## src/rtl/dvi_video_controller.sv

```systemverilog
// dvi_video_controller: DVI raster timing generator with an RGB555 pixel stage and 12-bit DDR word output.
module dvi_video_controller #(
    parameter int H_VISIBLE     = 1024,
    parameter int H_FRONT_PORCH = 24,
    parameter int H_SYNC_PULSE  = 136,
    parameter int H_BACK_PORCH  = 160,
    parameter int V_VISIBLE     = 768,
    parameter int V_FRONT_PORCH = 3,
    parameter int V_SYNC_PULSE  = 6,
    parameter int V_BACK_PORCH  = 29,
    parameter int SYNC_POLARITY = 0
) (
    input  logic        clk,
    input  logic        rst_b,
    input  logic        enable,
    input  logic [14:0] pix_data,
    input  logic        pix_valid,
    output logic        pix_ready,
    output logic [11:0] dvi_data_rise,
    output logic [11:0] dvi_data_fall,
    output logic        dvi_de,
    output logic        dvi_h,
    output logic        dvi_v,
    output logic        frame_start,
    output logic        underflow,
    output logic [15:0] underflow_count
);
    localparam int HT = H_VISIBLE + H_FRONT_PORCH + H_SYNC_PULSE + H_BACK_PORCH;
    localparam int VT = V_VISIBLE + V_FRONT_PORCH + V_SYNC_PULSE + V_BACK_PORCH;
    localparam int HW = $clog2(HT);
    localparam int VW = $clog2(VT);
    localparam int HA0 = H_SYNC_PULSE + H_BACK_PORCH;
    localparam int HA1 = HA0 + H_VISIBLE;
    localparam int VA0 = V_SYNC_PULSE + V_BACK_PORCH;
    localparam int VA1 = VA0 + V_VISIBLE;

    logic [HW-1:0] hcount_q, hcount_d;
    logic [VW-1:0] vcount_q, vcount_d;
    logic [14:0]   pix_q, pix_d;
    logic [15:0]   ucount_q, ucount_d;
    logic          de_q, de_d, hs_q, hs_d, vs_q, vs_d, fs_q, fs_d, uf_q, uf_d;
    logic          h_end, h_act, v_act, de, starve;

    always_comb begin
        h_end    = int'(hcount_q) == HT - 1;
        h_act    = int'(hcount_q) >= HA0 && int'(hcount_q) < HA1;
        v_act    = int'(vcount_q) >= VA0 && int'(vcount_q) < VA1;
        de       = enable && h_act && v_act;
        starve   = de && !pix_valid;
        hcount_d = (!enable || h_end) ? '0 : hcount_q + HW'(1);
        vcount_d = !enable ? '0 : !h_end ? vcount_q : int'(vcount_q) == VT - 1 ? '0 : vcount_q + VW'(1);
        de_d     = de;
        // hsync only on active lines so it never collides with vsync
        hs_d     = enable && int'(hcount_q) < H_SYNC_PULSE && v_act;
        vs_d     = enable && int'(vcount_q) < V_SYNC_PULSE;
        fs_d     = enable && hcount_q == '0 && vcount_q == '0;
        pix_d    = (de && pix_valid) ? pix_data : '0;
        uf_d     = uf_q || starve;
        ucount_d = (starve && ucount_q != 16'hFFFF) ? ucount_q + 16'd1 : ucount_q;
    end

    always_ff @(posedge clk or negedge rst_b) begin
        if (!rst_b) begin
            hcount_q <= '0;
            vcount_q <= '0;
            pix_q    <= '0;
            de_q     <= 1'b0;
            hs_q     <= 1'b0;
            vs_q     <= 1'b0;
            fs_q     <= 1'b0;
            uf_q     <= 1'b0;
            ucount_q <= '0;
        end else begin
            hcount_q <= hcount_d;
            vcount_q <= vcount_d;
            pix_q    <= pix_d;
            de_q     <= de_d;
            hs_q     <= hs_d;
            vs_q     <= vs_d;
            fs_q     <= fs_d;
            uf_q     <= uf_d;
            ucount_q <= ucount_d;
        end
    end

    assign pix_ready       = de;
    assign dvi_de          = de_q;
    assign dvi_h           = (SYNC_POLARITY != 0) ? hs_q : ~hs_q;
    assign dvi_v           = (SYNC_POLARITY != 0) ? vs_q : ~vs_q;
    assign dvi_data_rise   = de_q ? {1'b0, pix_q[14:10], pix_q[9:8], 4'b0000} : '0;
    assign dvi_data_fall   = de_q ? {pix_q[7:5], pix_q[4:0], 4'b0000} : '0;
    assign frame_start     = fs_q;
    assign underflow       = uf_q;
    assign underflow_count = ucount_q;
endmodule

```

## config.mk

```make
export PLATFORM = sky130hd
export DESIGN_NAME = dvi_video_controller
export DESIGN_NICKNAME = d
export VERILOG_FILES = /design/src/rtl/dvi_video_controller.sv
export SDC_FILE = /design/constraint.sdc
export NUM_CORES = 1
export LEC_CHECK = 0
export CORE_AREA = 2 2 79 81
export CTS_CLUSTER_SIZE = 40
export DETAILED_ROUTE_END_ITERATION = 16
export DIE_AREA = 0 0 81 83
export DONT_BUFFER_PORTS = 1
export PLACE_DENSITY = 0.69
export SLEW_MARGIN = 20
export SYNTH_ARGS = -nofsm -noshare
export SYNTH_HDL_FRONTEND = slang
export SYNTH_SLANG_ARGS = --single-unit
```

## constraint.sdc

```tcl
create_clock -name clk -period 3.2 [get_ports clk]
set_clock_uncertainty 0.05 [all_clocks]
set_input_delay 0.48 -clock clk [delete_from_list [all_inputs] [get_ports clk]]
set_output_delay 0.48 -clock clk [all_outputs]
set_load 0.02 [all_outputs]
```

* After elaboration in Yosys (flattened, before gate mapping)
Cells that the tools add are included.
** Storage, ports and cells
- Flip-flop bits (word level) :: 57
- Bits of input ports :: 19
- Output and inout port bits :: 46
- Word-level logic and storage cells :: 49
** Cells by class
- Add/subtract/negate cells :: 3
- Order comparisons :: 6
- Eq/ne operators :: 4
- Multiplexer cells :: 7
- Bitwise gates (word level) :: 2
- Reductions and logical operators :: 18
** Operators by type and width (number)
- 10-bit two-way mux :: 3
- 11-bit two-way mux :: 2
- 16-bit by 1-bit adder with 16-bit output (second input constant) :: 1
- 16-bit inequality test (second input constant) :: 1
- 15-bit two-way mux :: 1
- 1-bit logical AND :: 12
- 12-bit two-way mux :: 1
- 11-bit by 1-bit adder with 11-bit output (second input constant) :: 1
- 11-bit equality test (second input constant) :: 1
- 11-bit by 9-bit greater-or-equal comparator with 1-bit output (second input constant) :: 1
- 11-bit logical NOT :: 1
- 11-bit < comparator (second input constant) :: 1
- 11-bit by 8-bit < comparator with 1-bit output (second input constant) :: 1
- 10-bit by 1-bit adder with 10-bit output (second input constant) :: 1
- 10-bit by 9-bit equality test with 1-bit output (second input constant) :: 1
- 10-bit by 6-bit greater-or-equal comparator with 1-bit output (second input constant) :: 1
- 10-bit logical NOT :: 1
- 10-bit < comparator (second input constant) :: 1
- 10-bit by 3-bit < comparator with 1-bit output (second input constant) :: 1
- 1-bit logical NOT :: 2
- 1-bit logical OR :: 2
- 2-bit by 1-bit inequality test with 1-bit output (second input constant) :: 1
- 1-bit NOT :: 2

* Depth between registers and ports, before layout
Gate-level depths: netlist of run 1.
- Depth after elaboration :: 6
- Depth in mapped cells :: 8
- Depth with buffers taken out :: 8

* Worst setup path after synthesis of run 1
No wires, ideal clock.
- Path kind :: register -> output
- From :: register vcount_q[0]
- To :: output pix_ready
- Arrival time :: 1.974 ns
- Data required time :: 2.670 ns
- Slack :: 0.696 ns
- Stages on the path, launching flop included :: 7
- Buffers on the path :: 1
- Cells stage by stage :: dfrtp_1 -> ha_1 -> o41ai_4 -> a21oi_1 -> a311o_2 -> nor2_1 -> buf_2
** Between the ends
- Word-level cells in the longest chain between the ends :: 3
- Elaborated cells between the ends (all ways) :: 4
- Classes of those cells :: order compare (2); reduce/logical (2)
** RTL lines
- start: declaration :: RTL line 38 : logic [VW-1:0] vcount_q, vcount_d;
- start signal: assignment :: RTL line 75 : vcount_q <= vcount_d;
- 10-bit by 6-bit greater-or-equal comparator with 1-bit output or 10-bit < comparator (tied branches) :: RTL line 47 : v_act = int'(vcount_q) >= VA0 && int'(vcount_q) < VA1;
- 1-bit logical AND * :: RTL line 47
- 1-bit logical AND * :: RTL line 48 : de = enable && h_act && v_act;
- end: declaration :: RTL line 18 : output logic pix_ready,
Mark *: on every way between the ends. The rest lies on a longest branch, timed or not.

* Final worst setup path of run 1
Same ends and word-level chain as after synthesis.

==> PnR_summary.wiki, run 1 <==
{| class="wikitable"
! Metric !! Value
|-
| Util after Layout || about 54%
|-
| Initial antenna violation count || 0
|-
| Initial standard-cell utilization of the core || 48.5%
|-
| Signal arrival time at the worst endpoint || 2.31 ns
|-
| Cell Area, Synth || 2820 um2
|-
| DR DRC count || 0
|-
| Status || finished, final reports clean
|-
| Actual transition at the worst max-transition pin || 0.763 ns
|-
| Max_cap viols || 0
|-
| Via count || 1,998
|-
| Synthesized area divided by synthesized cell count || 10.2 um2
|-
| Fraction of layout cells with a size suffix above 1 || around an eighth
|-
| Synth area leader || sky130_fd_sc_hd__dfrtp_1
|-
| Setup crit end kind || output pin
|-
| Proportion of synthesized chip area in sequential cells || around 51%
|-
| Total count of max-transition violations in the final report || 0
|-
| Chip Height || 83 um
|-
| Initial detailed-routing violation count || 111
|-
| Category of the critical setup timing path || reg2out
|-
| Routed length per placed instance || ~16 um
|-
| Count of distinct cell types in the synthesized netlist || between 40 and 50
|-
| Total internal power || 1.20 mW
|-
| Full die area || slightly below 7000 um2
|-
| Worst IR drop on VDD || 313 uV
|-
| Via count of the first global-routing pass || 1,923
|-
| Final-layout setup total negative slack || 0 ns
|-
| Fin. Hold Viols || 0
|-
| Largest net degree at the start of global routing || slightly below 60
|-
| Final weighted congestion of routability-driven global placement || just under 0.9
|-
| Max-slew headroom at the worst pin || 48.6%
|-
| Number of inserted diodes || 0
|-
| Depth of the worst register-to-register path || 7
|-
| Dominant register cell in the synthesized netlist || sky130_fd_sc_hd__dfrtp_1
|-
| Clock-pin slew on the worst setup and hold paths || 0.07 ns
|-
| Post-layout minimum cycle time || 2.84 ns
|-
| Routed vias/inst || 5.50
|-
| Net switching power of the design || 0.385 mW
|-
| Remaining global-route overflow || 0
|-
| Setup bufs post-CTS || 0
|-
| Clock H-tree levels || 3
|-
| Final setup vio count || 0
|-
| Flop and latch count out of synthesis || 57
|-
| P per Cell Area || 508 nW/um2
|-
| CTS tree || done
|-
| Core Box Area || about 5800 um2
|-
| DR pass1 iterations || 4
|-
| Num rows || 28
|-
| Final period utilization || roughly nine tenths
|-
| Path category of the worst min-delay check || in2reg
|-
| Maximum clock rate || 0.352 GHz
|-
| Nets || 308
|-
| Routed wire length || roughly 5.8 mm
|-
| Leakage power summed over all cells || 1.50 nW
|-
| Number of stages on the worst hold path || 1
|-
| Buffers on Ports || 0
|-
| Count of flip-flops with a built-in enable after synthesis || 0
|-
| Clock share of power || 46.7%
|-
| IO Pins || 65
|-
| Logic gate share of total power || around 5.5%
|-
| Insertion delay of the later-clocked pin in the worst-skew pair || 0.34 ns
|-
| # fillers || 520
|-
| Gate Count Post-Synth || about 280
|-
| Sum of net half-perimeters after detailed placement || 3.82 mm
|-
| Sequential fraction of design power || about 48%
|-
| Async S/R FF share, synth || between 90% and 100%
|-
| Proportion of netlist area held by the largest area contributor || about half
|-
| Sinks on Clock Net || between 50 and 60
|-
| Switching portion of total power || approximately a quarter
|-
| Synthesis-to-finish area growth || 10.9%
|-
| Cells taking the most area after synthesis || sky130_fd_sc_hd__dfrtp_1 51%, sky130_fd_sc_hd__and3_1 5.3%, sky130_fd_sc_hd__xnor2_1 5.0%, sky130_fd_sc_hd__and2_1 3.8%, sky130_fd_sc_hd__nand3_1 3.4%
|-
| Largest buffer count on any clock path || 2
|-
| Synthesis Warnings || 0
|-
| Antenna-violating nets left || 0
|-
| Kind of start point of the critical path || flop
|-
| Global-route wire length before repair || between 9 and 10 mm
|-
| CTS Buf Count || 9
|-
| Crit path max fanout || 17
|-
| Clock tree root driver cell || sky130_fd_sc_hd__clkbuf_8
|-
| Worst endpoint required time || 2.67 ns
|-
| RSZ-0062 raised after global routing || no
|-
| All-layer global routing usage || 18.0%
|-
| Horiz. Die Dim || between 80 and 90 um
|}
[layout make-up]
class / instances / area (um2) / share of cell area (%)
flip-flops and latches: 57 / 1430 / 45.7
well taps: 75 / 93.8 / 3.00
repair buffers: 5 / 60.1 / 1.92
multi-input cells: 201 / 1290 / 41.4
clock buffers: 9 / 124 / 3.96
inverters: 9 / 33.8 / 1.08
clock inverters: 7 / 93.8 / 3.00
[per-stage QoR]
step / power (mW) / setup slack (ns) / cell area [um2] / hold WS [ns] / instances
2_1_floorplan: 0.834 / 0.696 / 2850 / 0.134 / 283
3_3_place_gp: 0.838 / 0.681 / 2870 / 0.135 / 345
3_5_place_dp: 0.839 / 0.597 / 2870 / 0.136 / 345
4_1_cts: 1.60 / 0.350 / 3120 / 0.232 / 363
5_1_grt: 1.65 / 0.240 / 3120 / 0.222 / 363
6_report: 1.59 / 0.358 / 3120 / 0.247 / 363
[path summary, 6_finish.rpt]
path                                   from                   to  slack, ns
worst max-delay path            vcount_q[0]            pix_ready       0.36
worst min-delay path              pix_valid            pix_q[11]       0.25
worst max register to register  vcount_q[0]   underflow_count[1]       0.51
worst min register to register  hcount_q[0]          hcount_q[0]       0.44
max in group asynchronous             rst_b          vcount_q[5]       2.22
min in group asynchronous             rst_b  underflow_count[11]       0.62
[metal layers]
metal / wire length (um) / global-route usage, % / vias to the layer above
met5: 0 / 0 / -
met4: 82 / 6.01 / 0
met3: 450 / 7.07 / 8
met2: 2780 / 27.6 / 73
met1: 2440 / 23.1 / 966
li1: - / - / 951
[synthesized netlist by cell type (3+ instances only)]
cell,count
sky130_fd_sc_hd__nor3_1,4
sky130_fd_sc_hd__xnor2_1,16
sky130_fd_sc_hd__o21ai_0,16
sky130_fd_sc_hd__and2_1,17
sky130_fd_sc_hd__clkbuf_1,4
sky130_fd_sc_hd__o31ai_1,3
sky130_fd_sc_hd__nand2_1,23
sky130_fd_sc_hd__or2_2,3
sky130_fd_sc_hd__xor2_1,6
sky130_fd_sc_hd__nor2_1,19
sky130_fd_sc_hd__buf_4,9
sky130_fd_sc_hd__dfrtp_1,57
sky130_fd_sc_hd__nand3_1,19
sky130_fd_sc_hd__nand4_1,5
sky130_fd_sc_hd__or4_1,3
sky130_fd_sc_hd__and3_1,24
sky130_fd_sc_hd__ha_1,6
sky130_fd_sc_hd__a21oi_1,3
sky130_fd_sc_hd__inv_1,9
[logic make-up (layout without fill, tap and decap cells)]
kind of cell | Yosys count | in the layout | synth area share [%]
AND/OR/NAND/NOR | 129 | 129 | 25.6
flip-flops | 57 | 57 | 50.6
AO/OA/AOI/OAI | 32 | 32 | 7.95
buffers and inverters | 25 | 30 | 4.84
XOR/XNOR | 23 | 23 | 7.42
adder cells (fa/ha/maj) | 6 | 6 | 2.66
multiplexers | 2 | 2 | 0.799
other | 1 | 9 | 0.133
[power by group through the flow]
stage / Clock (mW) / Sequential, mW / Combinational [mW]
detailed placement: 0 / 0.772 / 0.0679
global route: 0.790 / 0.760 / 0.0993
finish: 0.742 / 0.758 / 0.0868
CTS: 0.754 / 0.758 / 0.0876
global placement: 0 / 0.770 / 0.0675
floorplan: 0 / 0.765 / 0.0687
[critical path, cell delays in order (launching register included)]
cell,delay (ns)
sky130_fd_sc_hd__dfrtp_1,0.44
sky130_fd_sc_hd__ha_1,0.30
sky130_fd_sc_hd__o41ai_4,0.31
sky130_fd_sc_hd__a21oi_1,0.11
sky130_fd_sc_hd__a311o_2,0.44
sky130_fd_sc_hd__nor2_1,0.14
sky130_fd_sc_hd__buf_4,0.23
[cell usage in the layout (no fill, tap or decap), types with 2 or more instances in the layout]
cell	count
sky130_fd_sc_hd__a21oi_1	3
sky130_fd_sc_hd__a31oi_1	2
sky130_fd_sc_hd__and2_1	17
sky130_fd_sc_hd__and3_1	24
sky130_fd_sc_hd__buf_4	3
sky130_fd_sc_hd__bufinv_16	2
sky130_fd_sc_hd__clkbuf_8	9
sky130_fd_sc_hd__clkinv_2	2
sky130_fd_sc_hd__clkinvlp_4	2
sky130_fd_sc_hd__conb_1	9
sky130_fd_sc_hd__dfrtp_1	57
sky130_fd_sc_hd__ha_1	6
sky130_fd_sc_hd__inv_1	9
sky130_fd_sc_hd__mux2_2	2
sky130_fd_sc_hd__nand2_1	23
sky130_fd_sc_hd__nand3_1	19
sky130_fd_sc_hd__nand4_1	5
sky130_fd_sc_hd__nor2_1	19
sky130_fd_sc_hd__nor3_1	4
sky130_fd_sc_hd__nor4_1	2
sky130_fd_sc_hd__nor4_4	2
sky130_fd_sc_hd__o21ai_0	16
sky130_fd_sc_hd__o31ai_1	3
sky130_fd_sc_hd__or2_2	3
sky130_fd_sc_hd__or3_1	2
sky130_fd_sc_hd__or4_1	3
sky130_fd_sc_hd__xnor2_1	16
sky130_fd_sc_hd__xor2_1	6
[repair_timing]
| action | CTS | global route |
|---|---|---|
| hold buffers | 2 | 0 |
| resized for setup | 0 | 0 |
| hold endpoints to repair | 57 | 0 |
[registers in the layout (all words and copies together) (netlist names)]
signal and count:
dvi_de 1, frame_start 1, hcount_q 11, hs_q 1, pix_q 15, underflow 1, underflow_count 16, vcount_q 10
vs_q 1
Power figures use the tool's default switching activity.
==> run 2, diff against run 1 <==
Settings changed: SETUP_SLACK_MARGIN set to 0.05, SKIP_LAST_GASP set to 1.
==> results of run 2 <==
Final layout, timing and power as in run 1 (identical DEF).
==> run 3, diff against run 2 <==
Settings changed: DONT_BUFFER_PORTS 1 to not set, PLACE_DENSITY 0.69 to 0.83.
==> run 3 against run 2 <==
  * Critical path depth stayed put
  * Sequential share of layout area down 6.1 points
  * Critical path type unchanged
  * Register-to-register slack about the same
  * Clock power decreased by 10%
  * Largest power group unchanged
  * Non-clock buffer count grew 53
  * Maximum frequency fell by 7.0%
  * Via count rose by 9.9%
  * Die area unchanged
  * Utilization is 8.3 points higher
  * Largest cell class unchanged
==> PnR_summary.wiki, run 3 (same netlist as run 1, synthesis figures left out) <==
{| class="wikitable"
! Metric !! Value
|-
| Status || finished, final reports clean
|-
| # fillers || 483 (-7.1%)
|-
| Crit path max fanout || 6 (-11)
|-
| CP Buf/Inv Count || 1 (unchanged)
|-
| Routed length per placed instance || 14.1 um (-11%)
|-
| Num rows || 28 (unchanged)
|-
| Signal arrival time at the worst endpoint || 2.53 ns (+0.22 ns)
|-
| Sinks on Clock Net || 57 (unchanged)
|-
| Setup crit end kind || output pin
|-
| Cell area after layout || 3610 um2 (+15%)
|-
| Commonest cells after routing, fill and taps aside || 57 x sky130_fd_sc_hd__dfrtp_1, 53 x sky130_fd_sc_hd__clkdlybuf4s50_1, 24 x sky130_fd_sc_hd__and3_1
|-
| DR pass1 iterations || 4 (unchanged)
|-
| Initial detailed-routing violation count || 148 (+33%)
|-
| Clock H-tree levels || 3 (unchanged)
|-
| Path category of the worst min-delay check || in2async
|-
| Cell family with most CP delay || compound AO/OA/AOI/OAI gates
|-
| Delay contributed by the slowest stage of the critical path || 0.45 ns (about the same)
|-
| Number of inserted diodes || 0 (unchanged)
|-
| CTS tree || done
|-
| Chip Height || 83 um (unchanged)
|-
| Top Metal Used || met4
|-
| Cell area reported after detailed placement || 3410 um2 (+19%)
|-
| Worst hold slack || 0.0750 ns (-0.172 ns)
|-
| Actual transition at the worst max-transition pin || 0.669 ns (-0.0939 ns)
|-
| Met2 routed WL || 2.95 mm (+6.0%)
|-
| Category of the critical setup timing path || reg2out
|-
| Kind of start point of the critical path || flop
|-
| Clock tree root driver cell || sky130_fd_sc_hd__clkbuf_8
|-
| Buffers on Ports || 55 (+55)
|-
| Setup bufs post-CTS || 0 (unchanged)
|-
| Fraction of layout cells with a size suffix above 1 || 9.97% (-1.8 points)
|-
| Number of flip-flops in the largest register || 16 (unchanged)
|-
| Fin. Hold Viols || 0 (unchanged)
|-
| Antenna-violating nets left || 0 (unchanged)
|-
| WL met3 || 320 um (-29%)
|-
| Post-layout minimum cycle time || 3.06 ns (+0.213 ns)
|-
| All-layer global routing usage || 18.6% (+0.61 points)
|-
| RSZ-0062 raised after global routing || no
|-
| Insertion delay of the later-clocked pin in the worst-skew pair || 0.33 ns (about the same)
|-
| Total routed wire length on the met1 layer || 2.53 mm (+3.5%)
|-
| Routed wire length || 5.87 mm (+2.0%)
|-
| Remaining global-route overflow || 0 (unchanged)
|-
| Final weighted congestion of routability-driven global placement || 0.884 (+0.69%)
|-
| CTS-repair resized insts || 1 (+1)
|-
| Maximum clock rate || 0.327 GHz (-7.0%)
|-
| Final-layout setup total negative slack || 0 ns (unchanged)
|-
| Global-route wire length before repair || 9.83 mm (+5.1%)
|-
| P per Cell Area || 427 nW/um2 (-16%)
|-
| Max stage delay cell, worst path || sky130_fd_sc_hd__a311o_2
|-
| Horiz. Die Dim || 81 um (unchanged)
|-
| Final setup vio count || 0 (unchanged)
|-
| Worst IR drop on VDD || 233 uV (-26%)
|-
| Clock-pin slew on the worst setup and hold paths || 0.07 ns (about the same)
|-
| Via count || 2,196 (+9.9%)
|-
| Synthesis-to-finish area growth || 28.1%
|-
| Leakage power summed over all cells || 1.68 nW (+12%)
|-
| Nets || 361 (+17%)
|-
| Largest net degree at the start of global routing || 35 (-40%)
|-
| Via count of the first global-routing pass || 2,185 (+14%)
|-
| Multi-input combinational cell area || 1290 um2 (unchanged)
|-
| IO Pins || 65 (unchanged)
|-
| CTS Buf Count || 9 (unchanged)
|-
| Max_cap viols || 0 (unchanged)
|-
| Largest buffer count on any clock path || 2 (unchanged)
|-
| Leading cell type in the layout, fill and taps excluded || sky130_fd_sc_hd__dfrtp_1
|-
| Post-cts hold buffer count || 0 (-2)
|-
| Sum of net half-perimeters after detailed placement || 4.12 mm (+7.7%)
|-
| Initial standard-cell utilization of the core || 48.5% (unchanged)
|-
| Final period utilization || 95.5% (+6.7 points)
|-
| Core Box Area || 5820 um2 (unchanged)
|-
| DR DRC count || 0 (unchanged)
|-
| Total count of max-transition violations in the final report || 0 (unchanged)
|-
| Cell-by-cell trace of the critical path || ha_1 -> o41ai_4 -> a21oi_1 -> a311o_2 -> nor2_1 -> dlygate4sd2_1
|-
| Max-slew headroom at the worst pin || 54.9% (+6.3 points)
|-
| Routed vias/inst || 5.28 (-4.1%)
|-
| Full die area || 6720 um2 (unchanged)
|-
| Initial antenna violation count || 0 (unchanged)
|-
| Sequential cell area in the final layout || 1430 um2 (unchanged)
|-
| Worst endpoint required time || 2.67 ns (about the same)
|}
-- run 3: report_power, final --
part | total, mW | internal, mW | switching, mW
Sequential | 0.753 | 0.736 | 0.0163
Combinational | 0.124 | 0.0524 | 0.0719
Clock | 0.665 | 0.375 | 0.290
-- run 3: area by class of cell --
class	instances	share of cell area (%)
clock inverter	6	1.60
timing repair buffer	58	15.7
clock buffer	10	3.81
multi-input combinational	201	35.8
inverter	9	0.936
tap	75	2.60
sequential	57	39.5
-- run 3: worst reg2reg max path: cells and delay by family, from the launching register on --
kind | cells | cell delay, ns
AO/OA/AOI/OAI | 3 | 0.91
flip-flops | 1 | 0.44
AND/OR/NAND/NOR | 2 | 0.55
multiplexers | 1 | 0.34
adder cells (fa/ha/maj) | 1 | 0.31
-- run 3: per-stage QoR --
step           setup WS [ns]  std cells  utilization [%]  power (mW)
5_1_grt               0.0550        416             62.0        1.61
3_5_place_dp           0.260        400             58.7       0.889
4_1_cts                0.151        416             62.0        1.56
2_1_floorplan          0.696        283                -       0.834
3_3_place_gp           0.310        400             58.7       0.887
6_report               0.145        416             62.0        1.54
-- run 3: final timing paths --
path	start	slack [ns]	end	cells past startpoint
setup reg to reg	vcount_q[0]	0.50	underflow_count[1]	7
min in group clk	underflow	0.43	underflow	1
setup / recovery	vcount_q[0]	0.14	pix_ready	6
hold reg to reg	underflow	0.43	underflow	1
hold / removal	rst_b	0.07	underflow_count[11]	1
max in group asynchronous	rst_b	2.20	hcount_q[7]	2
-- run 3: per-layer routing --
metal / vias up / GRT usage [%]
li1: 1056 / -
met1: 1055 / 22.8
met2: 73 / 30.4
met3: 12 / 5.76
met4: 0 / 6.78
met5: - / 0
